`src/rtl/spi_tx_arbiter.sv`:
```
// spi_tx_arbiter: round-robin sharing of one 12-bit SPI transmit master
// between NREQ requesters, with launch/busy timeouts and an inter-frame gap.
module spi_tx_arbiter #(
    parameter int NREQ    = 4,
    parameter int DW      = 12,
    parameter int TIMEOUT = 512,
    parameter int GAP     = 4
) (
    input  logic                     clk,
    input  logic                     rst,
    input  logic [NREQ-1:0]          req_valid,
    input  logic [NREQ*DW-1:0]       req_data,
    output logic [NREQ-1:0]          req_ack,
    output logic                     spi_newdata,
    output logic [DW-1:0]            spi_din,
    input  logic                     spi_cs,
    output logic                     busy,
    output logic [$clog2(NREQ)-1:0]  grant_id,
    output logic                     done,
    output logic                     err
);

    localparam int IW = $clog2(NREQ);
    localparam logic [15:0] TO_LAST  = 16'(TIMEOUT - 1);
    localparam logic [15:0] GAP_LAST = 16'(GAP - 1);

    typedef enum logic [1:0] {
        S_IDLE,
        S_LAUNCH,
        S_BUSY,
        S_GAP
    } state_t;

    state_t          state;
    logic [15:0]     timer;
    logic [IW-1:0]   ptr;
    logic [IW-1:0]   pick;
    logic [IW-1:0]   idx;
    logic            pick_ok;
    logic [DW-1:0]   word;
    logic            cs_m;
    logic            cs_s;

    // Bring the master's chip select into the clk domain.
    always_ff @(posedge clk or posedge rst) begin
        if (rst) begin
            cs_m <= 1'b1;
            cs_s <= 1'b1;
        end else begin
            cs_m <= spi_cs;
            cs_s <= cs_m;
        end
    end

    // Round-robin search: closest set bit after the last grant wins.
    always_comb begin
        pick    = '0;
        pick_ok = 1'b0;
        idx     = '0;
        for (int k = NREQ; k >= 1; k--) begin
            idx = IW'((int'(ptr) + k) % NREQ);
            if (req_valid[idx]) begin
                pick    = idx;
                pick_ok = 1'b1;
            end
        end
    end

    assign word = req_data[int'(pick)*DW +: DW];

    // Sequencer: grant, launch, wait for frame end, then enforce the gap.
    always_ff @(posedge clk or posedge rst) begin
        if (rst) begin
            state       <= S_IDLE;
            timer       <= '0;
            ptr         <= IW'(NREQ - 1);
            req_ack     <= '0;
            spi_newdata <= 1'b0;
            spi_din     <= '0;
            busy        <= 1'b0;
            grant_id    <= '0;
            done        <= 1'b0;
            err         <= 1'b0;
        end else begin
            req_ack <= '0;
            done    <= 1'b0;
            err     <= 1'b0;
            if (timer != 16'hFFFF) begin
                timer <= timer + 16'd1;
            end
            unique case (state)
                S_IDLE: begin
                    if (pick_ok && cs_s) begin
                        spi_din       <= word;
                        grant_id      <= pick;
                        ptr           <= pick;
                        req_ack[pick] <= 1'b1;
                        spi_newdata   <= 1'b1;
                        busy          <= 1'b1;
                        timer         <= '0;
                        state         <= S_LAUNCH;
                    end
                end
                S_LAUNCH: begin
                    if (!cs_s) begin
                        spi_newdata <= 1'b0;
                        timer       <= '0;
                        state       <= S_BUSY;
                    end else if (timer == TO_LAST) begin
                        spi_newdata <= 1'b0;
                        err         <= 1'b1;
                        timer       <= '0;
                        state       <= S_GAP;
                    end
                end
                S_BUSY: begin
                    if (cs_s) begin
                        done  <= 1'b1;
                        timer <= '0;
                        state <= S_GAP;
                    end else if (timer == TO_LAST) begin
                        err   <= 1'b1;
                        timer <= '0;
                        state <= S_GAP;
                    end
                end
                S_GAP: begin
                    if (timer == GAP_LAST) begin
                        busy  <= 1'b0;
                        timer <= '0;
                        state <= S_IDLE;
                    end
                end
            endcase
        end
    end

endmodule

```
`config.mk`:
```
export PLATFORM = sky130hd
export DESIGN_NAME = spi_tx_arbiter
export DESIGN_NICKNAME = d
export VERILOG_FILES = /design/src/rtl/spi_tx_arbiter.sv
export SDC_FILE = /design/constraint.sdc
export NUM_CORES = 1
export LEC_CHECK = 0
export CAP_MARGIN = 20
export CORE_MARGIN = 2
export CORE_UTILIZATION = 48
export DETAILED_ROUTE_END_ITERATION = 8
export PLACE_DENSITY = 0.8
export REMOVE_ABC_BUFFERS = 1
export SLEW_MARGIN = 20
export SYNTH_ARGS = -nofsm -noshare
export SYNTH_HDL_FRONTEND = slang
export SYNTH_SLANG_ARGS = --single-unit
```
`constraint.sdc`:
```
create_clock -name clk -period 2 [get_ports clk]
set_input_delay 0.5 -clock clk [delete_from_list [all_inputs] [get_ports clk]]
set_output_delay 0.5 -clock clk [all_outputs]
set_load 0.02 [all_outputs]
```
==> reports/results.txt, run 1 <==
Worst slew margin: 75.6%
Die Height: 79.1 µm
All-Layer GR Usage: 22.6%
Cell count after synthesis: 271
Reg2reg path depth: 7
PwrDens: 1130 nW/µm²
Total negative setup slack: 0 ns
P&R area growth vs syn: 41.4%
Die width: 79.1 µm
CP Class: input port to register
Worst Path Required: 2.19 ns
Crit-path cells: clkdlybuf4s50_1, or4_4, and3_4, buf_4, o21a_1, a21o_1
Arr. time, crit path: 2.09 ns
Crit path depth: 6
Post-Syn Area per Cell: 9.99 µm²
Worst-path clk slew: 0.08 ns
Die area: 6260 µm²
Yosys reg bits: 44
Fin. Hold Viols: 0
Hold crit path type: register to register
Fraction of layout cells with a size suffix above 1: 18.0%
Hold Crit Depth: 0
Fill count: 431
Vias: 2400
Vias/cell: 5.48
Clock sinks: 44
Post-synth EDFFs: 0
Unique masters post-synth: 54
First-pass GRT wire length: 11.0 mm
Clk buf depth: 2
Hold_ws: 0.359 ns
Pin count of the biggest net entering global routing: 45
Starting DRT DRC Count: 147
Commonest non-fill, non-tap cell in the layout: clkdlybuf4s50_1
Final setup viols: 0
DRC viols: 0
Grt total ovfl: 0
Diodes inserted: 0
Crit-path leading delay family: simple AND/OR/NAND/NOR gates
Core Rows: 27
Worst-Margin Slew: 0.363 ns
DR WL/cell: 15.1 µm
Most frequent cells in the layout: clkdlybuf4s50_1, dfrtp_1, nor2_1
Final HPWL DP: 4.75 mm
Status: complete, no violations
CTS H-tree depth: 2
Core ar.: 5470 µm²
CTS tree: yes
Clock Latency Late Sink: 0.30 ns
Final #Nets: 426
IO Count: 77
Routed wire length: 6.61 mm
PortBufs: 76
Synth Flop Type: dfrtp_1
Post-Syn Area: 2710 µm²
Routability cong.: 0.870
WP buf/inv: 2
Ys Warns: 0
Fin crit period: 1.90 ns
Slowest-stage cell, CP: or4_4
Initial Utilization: 49.5%
Placed cells: 427
Placed inst area: 3660 µm²
Detailed Routing Iterations Pass 1: 4
Seq/Total Area, Yosys: 40.9%
Max Fclk: 527 MHz
Setup crit start kind: input port
Vias in the first global route: 2345
Cts bufs inserted: 5
Final Non-Filler Cells: 438
Post-DRT Antenna Nets: 0
Final instance area: 3830 µm²
Worst Skew: 0.00530 ns
Max Transition Viols Final: 0
Fraction of registers with async set or reset after synthesis: 100%
Final period util: 94.8%
Antenna violations before repair: 0
Worst-path fanout max: 5
Static leakage: 1.62 nW
Worst vdd ir: 600 µV
MaxCap Viol Count: 0
Clk Tree Root Cell: clkbuf_8
Largest stage delay, worst path: 0.46 ns
CP endpoint kind: register
[area by class of cell]
cell class | instances | area [µm²] | share of cell area, %
clock buffer | 6 | 72.6 | 1.90
multi-input combinational | 192 | 1450 | 37.8
clock inverter | 2 | 35.0 | 0.915
sequential | 44 | 1110 | 28.9
inverter | 24 | 90.1 | 2.35
tap | 72 | 90.1 | 2.35
timing repair buffer | 98 | 988 | 25.8
[worst paths after layout]
path	start	slack [ns]	to
max in group asynchronous	rst	1.20	cs_s$_DFF_PP1_
worst max register to register	timer[1]$_DFF_PP0_	0.13	state[0]$_DFFE_PP0P_
worst min-delay path	cs_m$_DFF_PP1_	0.36	cs_s$_DFF_PP1_
min in group asynchronous	rst	0.53	req_ack[3]$_DFF_PP0_
worst min register to register	cs_m$_DFF_PP1_	0.36	cs_s$_DFF_PP1_
worst max-delay path	req_valid[0]	0.10	spi_newdata$_DFFE_PP0P_
[what timing repair did]
action,4_1_cts,5_1_grt
setup endpoints to repair,14,22
setup buffers,1,1
hold buffers,0,0
gates resized for setup,3,5
cloned,1,0
pin swaps,1,1
[cells in the mapped netlist (all sizes together) (2+ instances only)]
cell type	n	area (µm²)
xnor2	5	43.8
inv	24	90.1
nor2	32	120
buf	8	85.1
dfrtp	40	1000
and2	5	33.8
nor4	4	31.3
ha	6	75.1
mux2	2	22.5
a21o	2	15.0
clkbuf	4	16.3
nand2b	3	18.8
o21ai	6	30.0
nand3	10	62.6
dfstp	4	105
nand4	2	12.5
mux2i	20	200
a21oi	7	38.8
nor3	9	50.1
nand2	10	37.5
and3	6	42.5
a31oi	4	25.0
nor2b	3	18.8
a211oi	37	363
[power breakdown]
group | leakage (nW) | internal, mW | switching [mW]
clock network | 0.0552 | 0.371 | 0.305
logic | 1.02 | 1.15 | 1.17
registers | 0.547 | 1.14 | 0.184
[through the flow]
step,setup WS (ns),total power [mW],util (%)
2_1_floorplan,-0.446,2.57,-
3_3_place_gp,-0.331,3.50,66.8
3_5_place_dp,-0.397,3.54,66.8
4_1_cts,0.0141,4.26,69.2
5_1_grt,-0.0192,4.59,69.9
6_report,0.103,4.32,69.9
[layer usage]
| metal | part of all wire (%) | GRT usage, % | up-vias |
|---|---|---|---|
| met5 | 0 | 0 | - |
| met4 | 1.1 | 6.55 | 0 |
| li1 | - | - | 1172 |
| met2 | 50 | 37.1 | 70 |
| met1 | 43 | 29.2 | 1151 |
| met3 | 6.2 | 6.25 | 7 |
[cell families after synthesis]
kind of cell / count (synthesis) / share of synthesized area [%]
AO/OA/AOI/OAI: 68 / 21.6
multiplexers: 22 / 8.23
XOR/XNOR: 6 / 1.94
flip-flops: 44 / 40.9
adder cells (fa/ha/maj): 6 / 2.77
buffers and inverters: 36 / 7.07
AND/OR/NAND/NOR: 89 / 17.5
[sequential cells by signal, summed over array words and instances, names as in the netlist]
name	count
timer	16
spi_din	12
req_ack	4
spi_newdata	1
busy	1
err	1
ptr	2
state	2
cs_s	1
cs_m	1
done	1
grant_id	2
(Power assumes the default switching activity.)
==> run 2, diff against run 1 <==
Settings changed: CORE_UTILIZATION 48 to 52, PLACE_DENSITY 0.8 to 0.86.
Clock period 2 ns to 2.25 ns, I/O delays scaled along.
==> run 2 against run 1 <==
  * Cell count down 1.4%
  * First-iteration DRC count grew 39%
  * Critical path depth is the same
  * Via count grew 1.9%
  * Critical endpoint is now spi_din[8]$_DFFE_PP0P_
  * Highest routed layer unchanged
  * Clock power fell by 6.5%
==> reports/results.txt, run 2 (synthesized netlist as in run 1, its figures left out) <==
Post-DRT Antenna Nets: 0 (unchanged)
Fraction of layout cells with a size suffix above 1: 16.6% (was 18.0%)
Pint: 2.32 mW (was 2.66 mW)
Crit-path cells: clkdlybuf4s50_1, or4_4, and3_4, nand3_4, a211oi_1, a211oi_2 (was clkdlybuf4s50_1, or4_4, and3_4, buf_4, o21a_1, a21o_1)
CP endpoint: spi_din[8]$_DFFE_PP0P_ (was spi_newdata$_DFFE_PP0P_)
Routability cong.: 0.883 (was 0.870)
Worst Min Path Start: cs_m$_DFF_PP1_ (unchanged)
Core ar.: 5070 µm² (was 5470 µm²)
Biggest registers after layout: timer: 16 flops, spi_din: 12 flops, req_ack: 4 flops (unchanged)
Clock power frac: 16.6% (was 15.6%)
Fin crit period: 2.11 ns
Max Transition Viols Final: 0 (unchanged)
Starting DRT DRC Count: 204 (was 147)
Met3 routed WL: 461 µm (was 410 µm)
Fin. Hold Viols: 0 (unchanged)
Clk Tree Root Cell: clkbuf_8 (unchanged)
Status: complete, no violations (unchanged)
Detailed Routing Iterations Pass 1: 4 (unchanged)
Clk buf depth: 2 (unchanged)
Clock Latency Late Sink: 0.31 ns (was 0.30 ns)
PwrDens: 1010 nW/µm² (was 1130 nW/µm²)
First-pass GRT wire length: 11.2 mm (was 11.0 mm)
Fin util: 73.9% (was 69.9%)
Grt total ovfl: 0 (unchanged)
Crit-path leading delay family: simple AND/OR/NAND/NOR gates (unchanged)
Net Sw Frac: 38.9% (was 38.4%)
Vias in the first global route: 2349 (was 2345)
IO Count: 77 (unchanged)
Largest stage delay, worst path: 0.51 ns (was 0.46 ns)
Commonest non-fill, non-tap cell in the layout: clkdlybuf4s50_1 (unchanged)
Hold buffer count at CTS: 0 (unchanged)
Final period util: 93.7%
WL met2: 3.22 mm (was 3.30 mm)
Arr. time, crit path: 2.33 ns (was 2.09 ns)
Top layer in use: met4 (unchanged)
Hold crit path type: register to register (unchanged)
Worst Path Required: 2.47 ns (was 2.19 ns)
CTS tree: yes (unchanged)
Reg power frac: 31.3% (was 30.7%)
Total negative setup slack: 0 ns (unchanged)
Pin count of the biggest net entering global routing: 45 (unchanged)
CP Class: input port to register (unchanged)
Core Rows: 26 (was 27)
WP buf/inv: 1 (was 2)
Worst Skew: 0.00982 ns (was 0.00530 ns)
Crit Reg-Reg Endpoint: timer[11]$_DFF_PP0_ (was state[0]$_DFFE_PP0P_)
Clock sinks: 44 (unchanged)
Most frequent cells in the layout: clkdlybuf4s50_1, dfrtp_1, nor2_1 (unchanged)
Max Fclk: 474 MHz
Worst-Margin Slew: 0.702 ns (was 0.363 ns)
Initial Utilization: 53.3% (was 49.5%)
Vias: 2446 (was 2400)
Routed wire length: 6.62 mm (was 6.61 mm)
Reg2reg path depth: 7 (unchanged)
PortBufs: 76 (unchanged)
Static leakage: 1.58 nW (was 1.62 nW)
Die width: 76.1 µm (was 79.1 µm)
CP Launch Point: req_valid[3] (was req_valid[0])
DRC viols: 0 (unchanged)
Fill count: 379 (was 431)
Comb power frac: 52.1% (was 53.6%)
Die Height: 76.1 µm (was 79.1 µm)
DR WL/cell: 15.3 µm (was 15.1 µm)
Largest register FFs: 16 (unchanged)
CP endpoint kind: register (unchanged)
Largest Register: timer (unchanged)
Sw Pwr: 1.48 mW (was 1.66 mW)
Placed inst area: 3610 µm² (was 3660 µm²)
Final setup viols: 0 (unchanged)
Flop-to-flop setup slack: 0.24 ns (was 0.13 ns)
Met1 wire length: 2.81 mm (was 2.83 mm)
Die area: 5800 µm² (was 6260 µm²)
Vias/cell: 5.66 (was 5.48)
Worst-path clk slew: 0.09 ns (was 0.08 ns)
Hold_ws: 0.358 ns (was 0.359 ns)
Setup crit start kind: input port (unchanged)
Worst vdd ir: 556 µV (was 600 µV)
RSZ-0062 raised after global routing: no
MaxCap Viol Count: 0 (unchanged)
Final #Nets: 422 (was 426)
Final instance area: 3750 µm² (was 3830 µm²)
P&R area growth vs syn: 38.6% (was 41.4%)
Cts bufs inserted: 5 (unchanged)
Slowest-stage cell, CP: or4_4 (unchanged)
All-Layer GR Usage: 24.0% (was 22.6%)
Crit path depth: 6 (unchanged)
Reg2reg start: timer[0]$_DFF_PP0_ (was timer[1]$_DFF_PP0_)
Worst-path fanout max: 15 (was 5)
Overall power: 3.80 mW (was 4.32 mW)
Antenna violations before repair: 0 (unchanged)
Worst slew margin: 52.7% (was 75.6%)
CTS H-tree depth: 2 (unchanged)
Final HPWL DP: 4.83 mm (was 4.75 mm)
Diodes inserted: 0 (unchanged)
[run 2: worst min path at each step]
stage / slack [ns] / cells after the start / end
after floorplan: 0.35 / 0 / cs_s$_DFF_PP1_
after global placement: 0.35 / 0 / cs_s$_DFF_PP1_
after detailed placement: 0.35 / 0 / cs_s$_DFF_PP1_
after CTS: 0.36 / 0 / cs_s$_DFF_PP1_
after global routing: 0.37 / 0 / cs_s$_DFF_PP1_
final: 0.36 / 0 / cs_s$_DFF_PP1_
[run 2: repair_timing]
| action | in CTS | in global routing |
|---|---|---|
| endpoints found under the setup margin | 0 | 15 |
| endpoints found under the hold margin | 0 | 0 |
| setup buffers | 0 | 2 |
| resized for setup | 0 | 0 |
[run 2: final cells by class]
class,instances,area (µm²),area share (%)
clock buffers,5,68.8,1.84
inverters,24,90.1,2.40
well taps,70,87.6,2.34
multi-input cells,191,1410,37.6
flip-flops and latches,44,1110,29.5
repair buffers,95,941,25.1
clock inverters,3,47.5,1.27
[run 2: metrics by stage]
step	setup slack [ns]	cells
5_1_grt	0.0723	432
2_1_floorplan	-0.254	259
3_3_place_gp	-0.0953	422
3_5_place_dp	-0.184	422
6_report	0.141	432
4_1_cts	0.154	430
[run 2: per-layer routing]
metal | vias to the layer above | track usage (%)
li1 | 1162 | -
met1 | 1168 | 30.8
met2 | 103 | 38.8
met3 | 13 | 6.75
met4 | 0 | 8.91
met5 | - | 0
[run 2: power by group through the flow]
stage	Clock (mW)	Sequential (mW)	Combinational (mW)
floorplan	0	1.34	0.940
global placement	0	1.20	1.85
detailed placement	0	1.19	1.90
CTS	0.643	1.19	1.90
global route	0.672	1.22	2.14
finish	0.632	1.19	1.98
==> run 3, diff against run 2 <==
Settings changed: HOLD_SLACK_MARGIN set to 0.08.
==> results of run 3 <==
Same layout as run 2: the final DEF is identical, and so are final timing and power.
